`src/rtl/glb_psum_write_arbiter_if.sv`:
```
// glb_psum_write_arbiter_if: psum router request/burst bus plus GLB psum write port.
// err_timeout exists only when PSUM_ARB_TIMEOUT_EN is defined.
interface glb_psum_write_arbiter_if #(
  parameter int DATA_BITWIDTH     = 16,
  parameter int ADDR_BITWIDTH_GLB = 10,
  parameter int NUM_REQ           = 3
);
  logic [NUM_REQ-1:0]                   req;
  logic [NUM_REQ-1:0]                   psum_ctrl;
  logic [NUM_REQ-1:0]                   wr_en_in;
  logic [NUM_REQ*ADDR_BITWIDTH_GLB-1:0] wr_addr_in;
  logic [NUM_REQ*DATA_BITWIDTH-1:0]     wr_data_in;
  logic                                 write_en_glb_psum;
  logic [ADDR_BITWIDTH_GLB-1:0]         w_addr_glb_psum;
  logic [DATA_BITWIDTH-1:0]             w_data_glb_psum;
  logic [NUM_REQ-1:0]                   ack;
  logic                                 busy;
  logic                                 err_stray;
`ifdef PSUM_ARB_TIMEOUT_EN
  logic                                 err_timeout;

  modport master (
    output req, wr_en_in, wr_addr_in, wr_data_in,
    input  psum_ctrl, write_en_glb_psum, w_addr_glb_psum,
    input  w_data_glb_psum, ack, busy, err_stray, err_timeout
  );

  modport slave (
    input  req, wr_en_in, wr_addr_in, wr_data_in,
    output psum_ctrl, write_en_glb_psum, w_addr_glb_psum,
    output w_data_glb_psum, ack, busy, err_stray, err_timeout
  );
`else
  modport master (
    output req, wr_en_in, wr_addr_in, wr_data_in,
    input  psum_ctrl, write_en_glb_psum, w_addr_glb_psum,
    input  w_data_glb_psum, ack, busy, err_stray
  );

  modport slave (
    input  req, wr_en_in, wr_addr_in, wr_data_in,
    output psum_ctrl, write_en_glb_psum, w_addr_glb_psum,
    output w_data_glb_psum, ack, busy, err_stray
  );
`endif
endinterface

```
`src/rtl/glb_psum_write_arbiter.sv`:
```
// glb_psum_write_arbiter: round-robin owner of the single GLB psum write port.
// Define PSUM_ARB_TIMEOUT_EN to add the WAIT_BURST watchdog and err_timeout.
module glb_psum_write_arbiter #(
  parameter int DATA_BITWIDTH     = 16,
  parameter int ADDR_BITWIDTH_GLB = 10,
  parameter int NUM_REQ           = 3,
  parameter int BURST_LEN         = 5,
  parameter int TIMEOUT           = 64
) (
  input logic                    clk,
  input logic                    reset,
  glb_psum_write_arbiter_if.slave bus
);

  localparam int DW = DATA_BITWIDTH;
  localparam int AW = ADDR_BITWIDTH_GLB;
  localparam int GW = (NUM_REQ > 1) ? $clog2(NUM_REQ) : 1;
  localparam int CW = $clog2(BURST_LEN + 1);

  if (BURST_LEN < 1 || TIMEOUT < 1) begin : g_cfg_check
    $error("BURST_LEN and TIMEOUT must be at least 1");
  end

  typedef enum logic [1:0] {
    IDLE,
    ISSUE,
    WAIT_BURST,
    RELEASE
  } state_t;

  state_t             state;
  state_t             state_nxt;
  logic [GW-1:0]      grant;
  logic [GW-1:0]      ptr;
  logic [GW-1:0]      pick;
  logic               found;
  logic [NUM_REQ-1:0] grant_oh;
  logic [NUM_REQ-1:0] allowed;
  logic               sel_en;
  logic [AW-1:0]      sel_addr;
  logic [DW-1:0]      sel_data;
  logic [CW-1:0]      beat_cnt;
  logic               beat;
  logic               last_beat;
  logic               to_hit;
  logic               stray;

  logic               we_q;
  logic [AW-1:0]      addr_q;
  logic [DW-1:0]      data_q;
  logic [NUM_REQ-1:0] ack_q;
  logic               stray_q;

  // Round-robin pick: first req bit after ptr, wrapping
  always_comb begin
    pick  = ptr;
    found = 1'b0;
    for (int k = NUM_REQ; k >= 1; k--) begin
      for (int i = 0; i < NUM_REQ; i++) begin
        if (i == (int'(ptr) + k) % NUM_REQ && bus.req[i]) begin
          pick  = GW'(i);
          found = 1'b1;
        end
      end
    end
  end

  // Select the granted router's write lane
  always_comb begin
    grant_oh = '0;
    sel_en   = 1'b0;
    sel_addr = '0;
    sel_data = '0;
    for (int i = 0; i < NUM_REQ; i++) begin
      if (grant == GW'(i)) begin
        grant_oh[i] = 1'b1;
        sel_en      = bus.wr_en_in[i];
        sel_addr    = bus.wr_addr_in[i*AW +: AW];
        sel_data    = bus.wr_data_in[i*DW +: DW];
      end
    end
  end

  assign beat      = (state == WAIT_BURST) && sel_en;
  assign last_beat = beat && (beat_cnt == CW'(BURST_LEN - 1));
  assign allowed   = (state == WAIT_BURST) ? grant_oh : '0;
  assign stray     = |(bus.wr_en_in & ~allowed);

`ifdef PSUM_ARB_TIMEOUT_EN
  localparam int TW = $clog2(TIMEOUT + 1);

  logic [TW-1:0] wdog;
  logic          err_to_q;

  assign to_hit = (state == WAIT_BURST) && !sel_en &&
                  (wdog == TW'(TIMEOUT - 1));

  // Watchdog: idle WAIT_BURST cycles since entry or last beat
  always_ff @(posedge clk) begin
    if (reset) begin
      wdog     <= '0;
      err_to_q <= 1'b0;
    end else begin
      if (state != WAIT_BURST || sel_en) wdog <= '0;
      else                               wdog <= wdog + 1'b1;
      if (to_hit) err_to_q <= 1'b1;
    end
  end

  assign bus.err_timeout = err_to_q;
`else
  assign to_hit = 1'b0;
`endif

  // FSM state register
  always_ff @(posedge clk) begin
    if (reset) state <= IDLE;
    else       state <= state_nxt;
  end

  // FSM next-state logic
  always_comb begin
    state_nxt = state;
    unique case (state)
      IDLE:       if (found) state_nxt = ISSUE;
      ISSUE:      state_nxt = WAIT_BURST;
      WAIT_BURST: if (last_beat || to_hit) state_nxt = RELEASE;
      RELEASE:    state_nxt = IDLE;
      default:    state_nxt = IDLE;
    endcase
  end

  // FSM outputs: control pulse in ISSUE, busy outside IDLE
  always_comb begin
    bus.psum_ctrl = (state == ISSUE) ? grant_oh : '0;
    bus.busy      = (state != IDLE);
  end

  // Grant, RR pointer and beat counter
  always_ff @(posedge clk) begin
    if (reset) begin
      grant    <= '0;
      ptr      <= GW'(NUM_REQ - 1);
      beat_cnt <= '0;
    end else begin
      if (state == IDLE && found) grant <= pick;
      if (state == ISSUE) beat_cnt <= '0;
      else if (beat)      beat_cnt <= beat_cnt + 1'b1;
      if (last_beat || to_hit) ptr <= grant;
    end
  end

  // Registered GLB port, ack pulse and sticky stray flag
  always_ff @(posedge clk) begin
    if (reset) begin
      we_q    <= 1'b0;
      addr_q  <= '0;
      data_q  <= '0;
      ack_q   <= '0;
      stray_q <= 1'b0;
    end else begin
      we_q  <= beat;
      ack_q <= last_beat ? grant_oh : '0;
      if (beat) begin
        addr_q <= sel_addr;
        data_q <= sel_data;
      end
      if (stray) stray_q <= 1'b1;
    end
  end

  assign bus.write_en_glb_psum = we_q;
  assign bus.w_addr_glb_psum   = addr_q;
  assign bus.w_data_glb_psum   = data_q;
  assign bus.ack               = ack_q;
  assign bus.err_stray         = stray_q;

endmodule
```
`src/flat_wrapper.sv`:
```
// flat-port wrapper written by rule: the top's interface ports become plain ports
module glb_psum_write_arbiter_flat 
#(
  parameter int DATA_BITWIDTH     = 16,
  parameter int ADDR_BITWIDTH_GLB = 10,
  parameter int NUM_REQ           = 3,
  parameter int BURST_LEN         = 5,
  parameter int TIMEOUT           = 64
)
  (clk, reset, bus_req, bus_wr_en_in, bus_wr_addr_in, bus_wr_data_in, bus_psum_ctrl, bus_write_en_glb_psum, bus_w_addr_glb_psum, bus_w_data_glb_psum, bus_ack, bus_busy, bus_err_stray);
  glb_psum_write_arbiter_if #(.DATA_BITWIDTH(DATA_BITWIDTH), .ADDR_BITWIDTH_GLB(ADDR_BITWIDTH_GLB), .NUM_REQ(NUM_REQ)) bus_i ();
  input logic clk;
  input logic reset;
  input wire logic [$bits(bus_i.req)-1:0] bus_req;
  input wire logic [$bits(bus_i.wr_en_in)-1:0] bus_wr_en_in;
  input wire logic [$bits(bus_i.wr_addr_in)-1:0] bus_wr_addr_in;
  input wire logic [$bits(bus_i.wr_data_in)-1:0] bus_wr_data_in;
  output wire logic [$bits(bus_i.psum_ctrl)-1:0] bus_psum_ctrl;
  output wire logic [$bits(bus_i.write_en_glb_psum)-1:0] bus_write_en_glb_psum;
  output wire logic [$bits(bus_i.w_addr_glb_psum)-1:0] bus_w_addr_glb_psum;
  output wire logic [$bits(bus_i.w_data_glb_psum)-1:0] bus_w_data_glb_psum;
  output wire logic [$bits(bus_i.ack)-1:0] bus_ack;
  output wire logic [$bits(bus_i.busy)-1:0] bus_busy;
  output wire logic [$bits(bus_i.err_stray)-1:0] bus_err_stray;
  assign bus_i.req = bus_req;
  assign bus_i.wr_en_in = bus_wr_en_in;
  assign bus_i.wr_addr_in = bus_wr_addr_in;
  assign bus_i.wr_data_in = bus_wr_data_in;
  assign bus_psum_ctrl = bus_i.psum_ctrl;
  assign bus_write_en_glb_psum = bus_i.write_en_glb_psum;
  assign bus_w_addr_glb_psum = bus_i.w_addr_glb_psum;
  assign bus_w_data_glb_psum = bus_i.w_data_glb_psum;
  assign bus_ack = bus_i.ack;
  assign bus_busy = bus_i.busy;
  assign bus_err_stray = bus_i.err_stray;
  glb_psum_write_arbiter #(.DATA_BITWIDTH(DATA_BITWIDTH), .ADDR_BITWIDTH_GLB(ADDR_BITWIDTH_GLB), .NUM_REQ(NUM_REQ), .BURST_LEN(BURST_LEN), .TIMEOUT(TIMEOUT)) u_core (.clk(clk), .reset(reset), .bus(bus_i));
endmodule
```
`config.mk`:
```
export PLATFORM = sky130hd
export DESIGN_NAME = glb_psum_write_arbiter_flat
export DESIGN_NICKNAME = d
export VERILOG_FILES = /design/src/rtl/glb_psum_write_arbiter_if.sv /design/src/rtl/glb_psum_write_arbiter.sv /design/src/flat_wrapper.sv
export SDC_FILE = /design/constraint.sdc
export NUM_CORES = 1
export LEC_CHECK = 0
export BUFFER_PORTS_ARGS = -buffer_cell sky130_fd_sc_hd__clkbuf_2
export CORE_UTILIZATION = 48
export CTS_BUF_LIST = sky130_fd_sc_hd__clkbuf_4 sky130_fd_sc_hd__clkbuf_8
export CTS_CLUSTER_DIAMETER = 40
export CTS_CLUSTER_SIZE = 12
export DETAILED_ROUTE_END_ITERATION = 8
export GPL_TIMING_DRIVEN = 0
export PLACE_DENSITY_LB_ADDON = 0.08
export SYNTH_ARGS = -nofsm -noshare
export SYNTH_HDL_FRONTEND = slang
export SYNTH_SLANG_ARGS = --single-unit
```
`constraint.sdc`:
```
create_clock -name clk -period 2.62 [get_ports clk]
set_input_delay 0.262 -clock clk [delete_from_list [all_inputs] [get_ports clk]]
set_output_delay 0.262 -clock clk [all_outputs]
set_load 0.02 [all_outputs]
```
==> results of run 1 <==
[synthesized netlist by cell type]
cell / instances
mux2i_4: 2
and3_1: 2
nor2_8: 1
nand2b_1: 1
nor4b_1: 1
a21boi_0: 1
clkbuf_1: 12
buf_1: 1
o211a_1: 1
nor3_1: 5
and3b_1: 1
nor3b_1: 1
and2_1: 1
nor2b_1: 4
dfxtp_1: 40
inv_1: 9
buf_2: 6
nand3_1: 2
buf_4: 5
nor2_1: 31
a211oi_1: 26
nor4_1: 1
o221a_2: 1
a21oi_1: 56
a311oi_1: 1
mux2i_1: 27
mux2_4: 1
o21ai_0: 9
a31oi_1: 1
a31o_1: 1
a22o_1: 1
o21ba_2: 1
o22ai_1: 1
ha_1: 7
or2_0: 1
nand2_1: 11
mux2_2: 1
nand4_1: 2
o32ai_1: 1
o21a_1: 2
[layout make-up]
cell class	count	area, um2
fill	373	1431
multi-input combinational	206	1364
sequential	40	800.8
timing repair buffer	119	595.6
buffer	24	116.4
clock buffer	7	90.09
tap	52	65.06
inverter	9	33.78
clock inverter	1	7.507
[cell families (layout without fill, tap and decap cells)]
| family | after synthesis | in the layout | share of synthesized area |
|---|---|---|---|
| compound gates | 103 | 103 | 0.2687 |
| fa+ha+maj | 7 | 7 | 0.03784 |
| buf+inv | 33 | 160 | 0.06486 |
| flops | 40 | 40 | 0.3459 |
| mux | 31 | 31 | 0.1476 |
| simple gates | 65 | 65 | 0.1351 |
[power by group]
part	switching [mW]	internal, mW	leakage, nW
logic	0.752	0.460	1.01
clock network	0.213	0.224	0.0479
registers	0.0618	0.723	0.325
total	1.03	1.41	1.38
[worst reg2reg max path, delay by kind of cell, from the launching register on]
| family | cells | cell delay, ns |
|---|---|---|
| compound gates | 3 | 0.56 |
| fa+ha+maj | 1 | 0.34 |
| buf+inv | 1 | 0.06 |
| flops | 1 | 0.38 |
| simple gates | 1 | 0.27 |
[metal layers]
metal	part of all wire	wire length (um)	vias up	global-route usage
met5	0	0	-	0
met4	0.0098	60	0	0.06444
met3	0.075	458	9	0.06048
met2	0.47	2882	102	0.3799
met1	0.44	2701	1118	0.3099
li1	-	-	1261	-
[registers in the layout, indices dropped and copies added, names as in the netlist]
signal	flops
u_core.bus.w_data_glb_psum	16
u_core.bus.w_addr_glb_psum	10
u_core.beat_cnt	3
u_core.bus.ack	3
u_core.grant	2
u_core.ptr	2
u_core.state	2
u_core.bus.err_stray	1
u_core.bus.write_en_glb_psum	1
[metrics by stage]
step | area, um2 | worst slack [ns]
finish | 3073 | 0.5269
detailed placement | 2975 | 0.8079
global placement | 2975 | 0.8028
floorplan | 2315 | 1.094
CTS | 3073 | 0.4940
global route | 3073 | 0.3937
[how the worst min path moves through the flow]
stage	from	end	slack (ns)	cells past startpoint
global route	bus_wr_addr_in[22]	u_core.bus.w_addr_glb_psum[2]	0.28	3
detailed placement	u_core.beat_cnt[1]	u_core.beat_cnt[1]	0.48	2
finish	bus_wr_data_in[44]	u_core.bus.w_data_glb_psum[12]	0.27	3
CTS	bus_wr_data_in[44]	u_core.bus.w_data_glb_psum[12]	0.26	3
floorplan	bus_req[2]	u_core.grant[1]	0.44	2
global placement	u_core.state[1]	u_core.state[1]	0.46	2
==> results.yml, run 1 <==
cts:
  cts_hold_buf: 0
  cts_tree: "done"
  h-tree-depth: 2
  post-cts-setup-buffers: 0
  cts_buffers: 5
  cts_resized: 0
  clk_pin_slew_worst_paths_ns: 0.08
  cts-root-buf: "clkbuf_8"
  cts.sinks: 40
  clock_latency_ns: 0.30
  clock_path_buffers: 2
die:
  ios: 121
  die_area_um2: 5104
  die_x_um: 71.45
  initial_core_util: 0.5139
  coreArea_um2: 4504
  placementRows: 24
  die_h_um: 71.45
critical_path:
  max_stage_delay_ns: 0.39
  critPathSlowestCell: "clkbuf_1"
  endpoint: "bus_psum_ctrl[2]"
  end_kind: "primary output"
  ff2ff_setup_slack_ns: 0.90
  crit_family: "buffers and inverters"
  worstReg2RegStart: "u_core.ptr[0]"
  worst-path-buf-inv: 4
  critPathLaunchType: "flop"
  cp_max_fo: 10
  crit_start: "u_core.grant[1]"
  critPathRequiredTime_ns: 2.36
  crit_type: "flop to primary output"
  cp_common_cell: "buf_4"
  path_cells: "buf_4, nor2b_1, buf_4, clkbuf_1, and2_1, clkbuf_2"
  cp_num_cells: 6
  r2r_cells: 6
  r2r_end: "u_core.state[0]"
  crit_arrival_ns: 1.83
finish:
  layout_commonest_cell: "clkbuf_2"
  fin_util: 0.6822
  diodes: 0
  syn2layout_area_growth_pct: 32.76
  drive_gt1_frac: 0.3571
  final_cell_mix: "clkbuf_2, a21oi_1, dfxtp_1"
  final_cells: 458
  final_nets: 498
sta:
  fin_hold_ws_ns: 0.2682
  maxSlewViolCount: 0
  hold_violations: 0
  relSlewSlack: 0.6715
  min_period_ns: 2.093
  report.final.setup_viol: 0
  fin_worst_skew_ns: 0.01296
  grt_setup_unrepaired: "no"
  tns_ns: 0
  min_period_over_period: 0.7989
  worstMarginPinSlew_ns: 0.4927
  timing.fmax_mhz: 477.8
synthesis:
  yosysTopAreaCellShare: 0.3459
  synth_fp_nets: 372
  avgSynthCellArea_um2: 8.296
  syn_inst: 279
  synth_area_um2: 2315
  netlist-cell-type-count: 40
  yosysTopAreaCell: "dfxtp_1"
  yosysWarningCount: 0
  ys_seq_area_frac: 0.3459
  ys_seq_elements: 40
  synth.top_cells.by_area: "dfxtp_1, a21oi_1, mux2i_1"
placement:
  gp_congestion: 0.8336
  port_buffers: 119
  hpwl_mm: 4.693
  place_inst: 450
global_route:
  gr-total-overflow: 0
  grtUsageTotal: 0.2344
  first_global_vias: 2066
  grt_antenna_before_repair: 0
  grt_max_degree: 13
  grt_pass1_wl_mm: 9.459
drt:
  route.vias.total: 2490
  drc_errors: 0
  firstDrtPassIters: 4
  wire_per_inst_um: 13.33
  via_per_inst: 5.437
  drtAntennaViolNets: 0
  drtIter0Drc: 97
  wl_mm: 6.103
pwr:
  power_density_nw_per_um2: 792.0
  irDropWorstVdd_v: 0.0003616
  p_total_mw: 2.434
  p_leak_nw: 1.383
min_path:
  hold_class: "input pin to flop"
outcome:
  status: "finished, final reports clean"
flow_run:
  drv.max_cap_violation_count: 0
Note: power is estimated with default switching activity, not from simulation.
==> inputs of run 2 (changes only) <==
CORE_UTILIZATION = 42   (was 48)
clock period = 1.9 ns   (was 2.62 ns; I/O delays follow)
==> results.yml, run 2 (synthesized netlist as in run 1, its figures left out) <==
critical_path:
  endpoint: "bus_psum_ctrl[1]"
  critPathLaunchType: "flop"
  crit_type: "flop to primary output"
  ff2ff_setup_slack_ns: 0.17
  critPathRequiredTime_ns: 1.71
  crit_arrival_ns: 1.58
  end_kind: "primary output"
  r2r_end: "u_core.bus.w_data_glb_psum[5]"
  r2r_cells: 6
  crit_start: "u_core.grant[1]"
  cp_max_fo: 10
  worstReg2RegStart: "u_core.grant[1]"
cts:
  cts_resized: 0
  cts-root-buf: "clkbuf_8"
  clock_path_buffers: 2
  cts_buffers: 5
  cts.sinks: 40
  clock_latency_ns: 0.29
  cts_tree: "done"
  h-tree-depth: 2
  cts_hold_buf: 0
  clk_pin_slew_worst_paths_ns: 0.08
placement:
  gp_congestion: 0.7661
  hpwl_mm: 4.671
  place_ws_ns: 0.1500
  placed_area_um2: 2998
  place_inst: 468
  port_buffers: 119
drt:
  route.vias.total: 2434
  via_per_inst: 5.135
  wl_mm: 6.132
  drc_errors: 0
  drtAntennaViolNets: 0
  drtIter0Drc: 101
  wire_per_inst_um: 12.94
  firstDrtPassIters: 4
finish:
  final_cell_area_um2: 3088
  largest_reg_flops: 16
  diodes: 0
  drive_gt1_frac: 0.3589
  final_cells: 474
  final_cell_mix: "clkbuf_2, a21oi_1, dfxtp_1"
  final_nets: 496
  layout_commonest_cell: "clkbuf_2"
  syn2layout_area_growth_pct: 33.41
global_route:
  grt_pass1_wl_mm: 10.36
  first_global_vias: 2331
  gr-total-overflow: 0
  grtUsageTotal: 0.2158
  grt_antenna_before_repair: 0
  grt_max_degree: 20
pwr:
  p_leak_nw: 1.380
  p_sw_frac: 0.4225
  power_density_nw_per_um2: 1086
  combPwrFrac: 0.498
  power.internal_mw: 1.937
  seqPwrFrac: 0.321
  irDropWorstVdd_v: 0.0004826
  p_sw_mw: 1.417
  clkPwrFrac: 0.181
sta:
  worstMarginPinSlew_ns: 0.4958
  min_period_over_period: 0.9314
  maxSlewViolCount: 0
  relSlewSlack: 0.6695
  min_period_ns: 1.770
  grt_setup_unrepaired: "no"
  fin_ws_ns: 0.1303
  tns_ns: 0
  fin_worst_skew_ns: 0.006536
  hold_violations: 0
  report.final.setup_viol: 0
  timing.fmax_mhz: 565.1
die:
  die_h_um: 76.24
  ios: 121
  die_area_um2: 5812
  initial_core_util: 0.4447
  placementRows: 26
  die_x_um: 76.24
  coreArea_um2: 5205
min_path:
  hold_class: "input pin to flop"
outcome:
  status: "finished, final reports clean"
flow_run:
  drv.max_cap_violation_count: 0
## run 2: changes by cell type in the layout (fill, tap and decap cells not counted), sizes merged
cell,change
clkbuf,-2
## run 2: what timing repair did
item,in CTS,in global routing
buffers inserted,0,0
endpoints found under the setup margin,1,22
cloned,0,0
pin swaps,0,0
## run 2: worst min-delay path by stage
stage / startpoint / endpoint / cells after the start
6_report: bus_wr_data_in[33] / u_core.bus.w_data_glb_psum[1] / 3
5_1_grt: bus_wr_data_in[33] / u_core.bus.w_data_glb_psum[1] / 3
4_1_cts: bus_wr_data_in[33] / u_core.bus.w_data_glb_psum[1] / 3
3_5_place_dp: u_core.state[1] / u_core.state[1] / 2
3_3_place_gp: u_core.beat_cnt[1] / u_core.beat_cnt[1] / 2
2_1_floorplan: bus_req[2] / u_core.grant[1] / 2
## run 2: power by group through the flow
| stage | logic [mW] | clock network, mW | registers (mW) |
|---|---|---|---|
| 2_1_floorplan | 1.04 | 0 | 1.24 |
| 3_3_place_gp | 1.67 | 0 | 1.09 |
| 3_5_place_dp | 1.68 | 0 | 1.09 |
| 4_1_cts | 1.68 | 0.623 | 1.08 |
| 5_1_grt | 1.85 | 0.660 | 1.10 |
| 6_report | 1.67 | 0.607 | 1.08 |
## run 2: layer usage
layer,part of all wire,vias to the layer above,GRT usage
met5,0,-,0
met1,0.47,1090,0.2649
li1,-,1256,-
met4,0.011,0,0.05962
met3,0.059,7,0.04671
met2,0.46,81,0.3775
## run 2: cell type report
class	count	area, um2
fill	522	2117
multi-input combinational	206	1364
sequential	40	800.8
timing repair buffer	119	595.6
buffer	22	108.9
clock buffer	7	90.09
tap	70	87.58
inverter	9	33.78
clock inverter	1	7.507
## run 2: through the flow
step | hold WS (ns) | total power, mW | utilization
2_1_floorplan | 0.3697 | 2.280 | -
3_3_place_gp | 0.4683 | 2.763 | 0.5760
3_5_place_dp | 0.4718 | 2.769 | 0.5760
4_1_cts | 0.1978 | 3.376 | 0.5940
5_1_grt | 0.2099 | 3.604 | 0.5933
6_report | 0.2114 | 3.354 | 0.5933
## run 2: worst max-delay path, stage by stage (launching register included)
cell and delay [ns]:
dfxtp_1 0.31, buf_4 0.18, clkbuf_1 0.42, and3b_1 0.23, clkbuf_2 0.15
